[src/rtl/regfile_mp.sv]
// Multi-port register file with write-through bypass and a per-register
// pending scoreboard for read-after-write hazard detection.
module regfile_mp #(
  parameter int unsigned DW       = 32,
  parameter int unsigned AW       = 5,
  parameter int unsigned NR       = 2,
  parameter int unsigned ZERO_REG = 1,
  parameter int unsigned BYPASS   = 1
) (
  input  logic               clk_i,
  input  logic               rst_ni,
  input  logic [NR*AW-1:0]   r_addr_i,
  input  logic [NR-1:0]      r_rd_i,
  output logic [NR*DW-1:0]   r_data_o,
  output logic [NR-1:0]      r_busy_o,
  input  logic               we0_i,
  input  logic [AW-1:0]      w_addr0_i,
  input  logic [DW-1:0]      w_data0_i,
  input  logic               we1_i,
  input  logic [AW-1:0]      w_addr1_i,
  input  logic [DW-1:0]      w_data1_i,
  input  logic               iss_i,
  input  logic [AW-1:0]      i_addr_i,
  output logic [AW:0]        pend_cnt_o
);

  localparam int unsigned Depth = 1 << AW;

  logic [DW-1:0]    regs_q [Depth];
  logic [Depth-1:0] pend_q, pend_d;
  logic [Depth-1:0] clr_mask;
  logic [Depth-1:0] busy_vec;
  logic [AW:0]      pend_cnt_q, pend_cnt_d;
  logic             w0_ok, w1_ok, iss_ok;

  // Writes and issues to register 0 are dropped when it is hard-wired to zero.
  assign w0_ok  = we0_i && !(ZERO_REG != 0 && w_addr0_i == '0);
  assign w1_ok  = we1_i && !(ZERO_REG != 0 && w_addr1_i == '0);
  assign iss_ok = iss_i && !(ZERO_REG != 0 && i_addr_i == '0);

  // Storage update; port 1 is assigned last so it wins on a collision.
  always_ff @(posedge clk_i or negedge rst_ni) begin
    if (!rst_ni) begin
      for (int k = 0; k < Depth; k++) regs_q[k] <= '0;
    end else begin
      if (w0_ok) regs_q[w_addr0_i] <= w_data0_i;
      if (w1_ok) regs_q[w_addr1_i] <= w_data1_i;
    end
  end

  // Clears from this cycle's writebacks, then the issue set (a new producer wins).
  always_comb begin
    clr_mask = '0;
    if (w0_ok) clr_mask[w_addr0_i] = 1'b1;
    if (w1_ok) clr_mask[w_addr1_i] = 1'b1;
    pend_d = pend_q & ~clr_mask;
    if (iss_ok) pend_d[i_addr_i] = 1'b1;
  end

  // Exact popcount of the next-state pending vector.
  always_comb begin
    pend_cnt_d = '0;
    for (int k = 0; k < Depth; k++) begin
      pend_cnt_d = pend_cnt_d + {{AW{1'b0}}, pend_d[k]};
    end
  end

  // Scoreboard state and registered pending count.
  always_ff @(posedge clk_i or negedge rst_ni) begin
    if (!rst_ni) begin
      pend_q     <= '0;
      pend_cnt_q <= '0;
    end else begin
      pend_q     <= pend_d;
      pend_cnt_q <= pend_cnt_d;
    end
  end

  assign pend_cnt_o = pend_cnt_q;

  // With bypass, a register written this cycle already reads as not busy.
  assign busy_vec = (BYPASS != 0) ? (pend_q & ~clr_mask) : pend_q;

  for (genvar i = 0; i < NR; i++) begin : g_rd
    logic [AW-1:0] addr;
    logic [DW-1:0] rdata;
    logic          rbusy;

    assign addr = r_addr_i[i*AW +: AW];

    // Per-port read mux: gate, zero register, bypass (port 1 first), then storage.
    always_comb begin
      rdata = '0;
      rbusy = 1'b0;
      if (r_rd_i[i] && !(ZERO_REG != 0 && addr == '0)) begin
        rbusy = busy_vec[addr];
        if (BYPASS != 0 && we1_i && w_addr1_i == addr) begin
          rdata = w_data1_i;
        end else if (BYPASS != 0 && we0_i && w_addr0_i == addr) begin
          rdata = w_data0_i;
        end else begin
          rdata = regs_q[addr];
        end
      end
    end

    assign r_data_o[i*DW +: DW] = rdata;
    assign r_busy_o[i]          = rbusy;
  end

endmodule

[config.mk]
export PLATFORM = sky130hd
export DESIGN_NAME = regfile_mp
export DESIGN_NICKNAME = d
export VERILOG_FILES = /design/src/rtl/regfile_mp.sv
export SDC_FILE = /design/constraint.sdc
export NUM_CORES = 2
export LEC_CHECK = 0
export CORE_AREA = 2 2 409 411
export CTS_BUF_LIST = sky130_fd_sc_hd__clkbuf_8
export DETAILED_ROUTE_END_ITERATION = 16
export DIE_AREA = 0 0 411 413
export SLEW_MARGIN = 20
export SYNTH_ARGS = -nofsm -noshare
export SYNTH_HDL_FRONTEND = slang
export SYNTH_SLANG_ARGS = --single-unit
[constraint.sdc]
create_clock -name clk_i -period 4.77 [get_ports clk_i]
set_clock_uncertainty 0.1 [all_clocks]
set_input_delay 0.7155 -clock clk_i [delete_from_list [all_inputs] [get_ports clk_i]]
set_output_delay 0.7155 -clock clk_i [all_outputs]
set_load 0.01 [all_outputs]
* Word level (Yosys, flattened, before mapping)
Cells that the tools add are included.
** Operators by class
- Add/sub/neg operators :: 31
- Multipliers :: 0
- Divide/modulo/power cells :: 0
- Order comparisons :: 14
- Equality and inequality tests :: 4
- Shift-type cells :: 0
- Multiplexer cells :: 35
- Bitwise gates (word level) :: 8
- Reduce and logical (&&, ||, !) cells :: 24
** Operators by type and width (count)
- 1024-bit bitwise mux :: 2
- 1024-bit 2-to-1 mux :: 2
- 32-bit 2-to-1 mux :: 15
- 32-bit binary-select mux with 5-bit select :: 2
- 32-bit demux with 5-bit select :: 2
- 6-bit by 1-bit adder with 6-bit output :: 26
- 32-bit OR :: 2
- 32-bit bitwise AND :: 1
- 32-bit inverter :: 1
- 5-bit by 6-bit less-than comparator with 1-bit output (second input constant) :: 5
- 5-bit logical NOT :: 5
- 6-bit >= comparator (second input constant) :: 4
- 5-bit inverter with 6-bit output :: 4
- 5-bit equality test :: 4
- 1-bit demux with 5-bit select :: 3
- 5-bit by 1-bit >= comparator with 1-bit output (second input constant) :: 3
- 1-bit logical AND :: 14
- 6-bit by 1-bit less-than comparator with 1-bit output (second input constant) :: 2
- 1-bit binary-select mux with 5-bit select :: 2
- 1-bit 2-to-1 mux :: 7
- 5-bit by 1-bit adder with 6-bit output :: 1
- 4-bit by 1-bit adder with 5-bit output :: 1
- 1-bit logical NOT :: 5
- 3-bit by 1-bit adder with 4-bit output :: 1
- other kinds (2) :: 2
** Storage, ports and cells
- Register bits after elaboration :: 1062
- Bits in latches :: 0
- RAM bits :: 0
- ROM bits :: 0
- Input bits :: 96
- Word-level logic and storage cells :: 150
- Memories :: 0

* Logic depth before layout (Yosys ltp)
- Word-level depth :: 42
- Gate-level depth with buffers :: 22
- Gate-level depth less buffers :: 19

* Worst setup path before layout
No wires, ideal clock.
- Path type :: input port to flip-flop
- From :: in we0_i
- To :: reg pend_cnt_q[4] (netlist: pend_cnt_o[4])
- Arrival time :: 5800 ps
- Required time :: 4547 ps
- Path slack :: -1253 ps
- Stages :: 21
- Path buffers :: 2
- Cells stage by stage :: clkbuf_1 nor4bb_1 clkbuf_1 nand2_1 o211ai_1 o21ai_0 inv_1 fa_1 fa_1 inv_1 fa_1 fa_1 fa_1 fa_1 ha_1 inv_1 fa_1 inv_1 a21o_1 a21oi_1 xnor2_1
** Between the ends
- Elaborated cells on any way between the ends :: 39
- Those cells by class :: add/sub (31); mux (3); bitwise (4); reduce/logical (1)
** RTL lines
- from (decl) :: RTL line 16 : input logic we0_i,
- 1-bit logical AND * :: RTL line 37 : assign w0_ok = we0_i && !(ZERO_REG != 0 && w_addr0_i == '0);
- 32-bit 2-to-1 mux * :: RTL line 54 : if (w0_ok) clr_mask[w_addr0_i] = 1'b1;
- 32-bit OR (no line)
- 32-bit 2-to-1 mux * :: RTL line 55 : if (w1_ok) clr_mask[w_addr1_i] = 1'b1;
- 32-bit inverter * :: RTL line 56 : pend_d = pend_q & ~clr_mask;
- 32-bit bitwise AND * :: RTL line 56
- 32-bit OR (no line)
- 32-bit 2-to-1 mux * :: RTL line 57 : if (iss_ok) pend_d[i_addr_i] = 1'b1;
- named net pend_d[17] :: RTL line 30 : logic [Depth-1:0] pend_q, pend_d;
- 6-bit by 1-bit adder with 6-bit output * (15 in a row) :: RTL line 64 : pend_cnt_d = pend_cnt_d + {{AW{1'b0}}, pend_d[k]};
- named net pend_cnt_d[4] :: RTL line 33 : logic [AW:0] pend_cnt_q, pend_cnt_d;
- to (signal assigned) :: RTL line 75 : pend_cnt_q <= pend_cnt_d;
- to (decl) :: RTL line 33
The timed path passes the listed nets; every way through them passes the cells marked *.

* Worst setup path after layout
- From :: in w_addr0_i[3]
- To :: reg pend_cnt_q[4] (netlist: pend_cnt_o[4])
** Between the ends
- Word-level cells in the longest chain between the ends :: 42
- Elaborated cells on any way between the ends :: 46
- Those cells by class :: add/sub (31); order compare (2); mux (5); bitwise (4); reduce/logical (4)
** RTL lines
- from (decl) :: RTL line 17 : input logic [AW-1:0] w_addr0_i,
- 5-bit by 6-bit less-than comparator with 1-bit output (not written as such) or 5-bit by 1-bit >= comparator with 1-bit output (tied branches) :: RTL line 54
- 1-bit logical AND (not written as such) :: RTL line 54
- 1-bit 2-to-1 mux (not written as such) :: RTL line 54
- 1-bit demux with 5-bit select :: RTL line 54
- 32-bit 2-to-1 mux * :: RTL line 54
- 32-bit OR (no line)
- 32-bit 2-to-1 mux * :: RTL line 55
- 32-bit inverter * :: RTL line 56
- (+3 left out)
- 1-bit by 1-bit adder with 2-bit output :: RTL line 64
- 2-bit by 1-bit adder with 3-bit output :: RTL line 64
- 3-bit by 1-bit adder with 4-bit output :: RTL line 64
- 4-bit by 1-bit adder with 5-bit output :: RTL line 64
- 5-bit by 1-bit adder with 6-bit output :: RTL line 64
- 6-bit by 1-bit adder with 6-bit output (25 in a row) :: RTL line 64
- 6-bit by 1-bit adder with 6-bit output * :: RTL line 64
- named net pend_cnt_d[4] :: RTL line 33
Marks and branches as above.

==> flow_summary.json <==
{
  "postSynthCellCount": 6196,
  "grt_overflow_total": 0,
  "synthSimpleGateAreaFrac_pct": 7.93,
  "viasPerCell": 6.41,
  "syn-num-nets": 6323,
  "design_area_mm2": 0.0783,
  "placed_cell_area_mm2": 0.0734,
  "final_cells": 8611,
  "p_leak_uw": 0.0336,
  "cts_tree": "built",
  "io_pins": 168,
  "whs_endpoint": "pend_q[9]",
  "hold_depth": 4,
  "cts.sinks": 1062,
  "synth_compound_area_share_pct": 11.5,
  "grt_pass1_wl_um": 393000,
  "syn_area_per_cell_um2": 10.9,
  "p_per_area_mw_per_mm2": 443,
  "cp_top_family": "adder cells",
  "arrival_ns": 5.79,
  "end_kind": "flop",
  "worstReg2RegStart": "pend_q[13]",
  "firstDrtPassIters": 6,
  "finalHoldViolCount": 0,
  "synth_flop_cell": "dfrtp_1",
  "synth_area_leaders": "dfrtp_1 39%, mux4_2 22%, mux2i_1 13%, a21oi_1 5.6%, nor2_1 4.1%",
  "status": "finished, violations left",
  "track_usage_pct": 32.0,
  "routed_wl_um": 273000,
  "drc_errors": 0,
  "r2r_slack_ns": -0.21,
  "die_w_um": 411,
  "yosys.area.top_type_share_pct": 39.4,
  "drt_iter0_markers": 7451,
  "antenna_found_initial": 15,
  "clk-insertion-delay-late_ns": 0.93,
  "cts_inserted_buffers": 190,
  "ant_nets": 0,
  "nNetsFinal": 6379,
  "path_class": "in -> reg",
  "synth-edff-count": 0,
  "cp_common_cell": "fa_1",
  "crit_fanout": 7,
  "synth_top_family_by_area": "multiplexers",
  "synth_xor_area_share_pct": 0.299,
  "cp_cell_sequence": "buf_12, buf_6, nor4bb_4, buf_4, buf_6, nand2_4, nand3_4, o21a_1, fa_1, fa_1, inv_2, fa_2, fa_2, fa_1, fa_1, ha_4, inv_2, fa_2, inv_2, a21o_1, a21oi_2, xnor2_1",
  "layout_commonest_cell": "dfrtp_1",
  "violations": "negative setup slack",
  "min_path_type": "in -> reg",
  "path_clk_slew_ns": 0.05,
  "grt_pass1_vias": 54700,
  "slew_viol_final": 0,
  "synthArstFlopShare_pct": 100,
  "crit_required_ns": 5.47,
  "maxCapViolCount": 0,
  "setup_violations": 5,
  "synth_mux_area_share_pct": 34.7,
  "dp.cells": 8213,
  "final_cell_mix": "1062 x dfrtp_1, 880 x mux2i_1, 759 x a21oi_1",
  "drive_gt1_share_pct": 25.4,
  "vias": 55200,
  "rows": 150,
  "synthesis.area_mm2": 0.0674,
  "reg2reg_depth": 17,
  "h-tree-depth": 4,
  "ys_ff_latch": 1062,
  "timing.rr.end": "pend_cnt_o[4]",
  "dieArea_mm2": 0.170,
  "die_h_um": 413,
  "core-area_mm2": 0.166,
  "area_growth_syn_to_layout_pct": 16.2,
  "slew_headroom_pct": 18.9,
  "synth_top_area_cell": "dfrtp_1",
  "cpPeakStageDelay_ns": 0.58,
  "crit_slowest_cell": "fa_2",
  "crit_buf_inv": 7,
  "setup_slack_ns": -0.317,
  "start_util_pct": 40.6,
  "peakVddDrop_uv": 2760,
  "grt_setup_unrepaired": "true",
  "hpwlAfterDp_um": 158000,
  "worst_pin_slew_ns": 1.22,
  "synth_cell_type_count": 59,
  "clock_path_buffers": 3,
  "min_from": "w_addr0_i[3]",
  "wl_per_cell_um": 31.7,
  "yosysWarnings": 0,
  "max_freq_mhz": 197,
  "synth-seq-area-share_pct": 39.4,
  "numPortBuffers": 167,
  "cts_root_buf": "clkbuf_8",
  "period_share_pct": 107,
  "timing.final.crit_period_ns": 5.09,
  "synthAdderAreaFrac_pct": 0.843,
  "grt_max_degree": 103,
  "cp-start-kind": "input port",
  "place_congestion": 0.876
}
-- synthesized netlist by cell type (3+ instances only) --
master and n:
xor2_1 16, nand3b_1 24, o21ai_0 344, nand2b_1 7, or2_2 16, fa_1 24
ha_1 7, and4b_1 5, inv_1 47, nor2_1 745, clkbuf_2 16, xnor2_1 7
mux2_2 3, nand2_1 401, buf_4 34, mux4_2 647, buf_6 6, nor3_1 34
o311ai_1 3, buf_1 77, a31oi_1 52, a21oi_1 761, and2_1 10, a21o_1 66
nand4_1 6, buf_2 111, a31o_2 3, nand4bb_1 3, a32oi_1 125, nor4bb_1 5
clkbuf_1 565, mux2i_1 880, nand3_1 20, o21a_1 12, or2_1 3, o211ai_1 3
dfrtp_1 1062, nor2b_1 8, nor4_1 7
-- stage by stage --
stage	hold slack (ns)	total power, uW	TNS [ns]	worst slack (ns)	utilization, %
final	0.227	34700	-1.05	-0.317	47.2
after global routing	0.212	36600	-1.65	-0.410	47.2
after CTS	0.146	34500	-0.836	-0.287	47.1
after detailed placement	0.282	24700	-10.60	-1.87	44.3
after global placement	0.276	24400	-10.21	-1.80	44.3
after floorplan	0.320	20800	-4.35	-0.916	-
-- worst max path at each step --
stage / startpoint / to / cells after the start
global placement: w_addr0_i[2] / pend_cnt_o[5] / 21
finish: w_addr0_i[3] / pend_cnt_o[4] / 22
detailed placement: w_addr0_i[2] / pend_cnt_o[4] / 22
global route: w_addr0_i[2] / pend_cnt_o[4] / 21
floorplan: w_addr0_i[1] / pend_cnt_o[4] / 22
CTS: w_addr0_i[2] / pend_cnt_o[4] / 21
-- sequential cells by signal, summed over array words and instances (netlist names) --
| register | cells |
|---|---|
| regs_q | 1024 |
| pend_q | 32 |
| pend_cnt_o | 6 |
-- where the power goes --
part / leakage [uW] / switching (uW) / internal (uW)
logic: 0.0184 / 5250 / 6850
registers: 0.0129 / 1820 / 11400
clock network: 0.00232 / 4280 / 5070
total: 0.0336 / 11400 / 23400
-- layer usage --
layer  track usage, %  part of all wire [%]
met3             8.91                    11
met5            0.367                 0.092
met4             19.1                   6.8
met2             48.2                    45
met1             41.1                    37
-- final cells by class --
| cell class | instances | area (um2) |
|---|---|---|
| Clock buffer | 263 | 3620 |
| Inverter | 47 | 176 |
| Antenna cell | 4 | 10.0 |
| Sequential cell | 1062 | 26600 |
| Timing Repair Buffer | 673 | 6530 |
| Fill cell | 15100 | 87600 |
| Tap cell | 2204 | 2760 |
| Clock inverter | 80 | 499 |
| Multi-Input combinational cell | 4278 | 38200 |
-- what timing repair did --
item | CTS | global route
pin swaps | 43 | 22
hold endpoints to repair | 71 | 0
buffers inserted | 33 | 16
gates cloned | 1 | 0
setup endpoints to repair | 9 | 5
resized for setup | 137 | 29
hold buffers | 1 | 0
-- worst register-to-register path: cells and delay by family (launching register included) --
kind | cells | cell delay, ns
AOI/OAI and AO/OA | 3 | 0.26
xor gates and xnor gates | 1 | 0.12
adders and majority gates | 8 | 3.54
buffers and inverters | 4 | 0.19
DFF | 1 | 0.39
and+or+nand+nor | 1 | 0.24
-- cell families after synthesis --
family,Yosys count
multiplexers,1530
AO/OA/AOI/OAI,1387
AND/OR/NAND/NOR,1307
flip-flops,1062
buffers and inverters,856
adder cells (fa/ha/maj),31
XOR/XNOR,23
No activity file was read; power rests on OpenSTA's default activity.
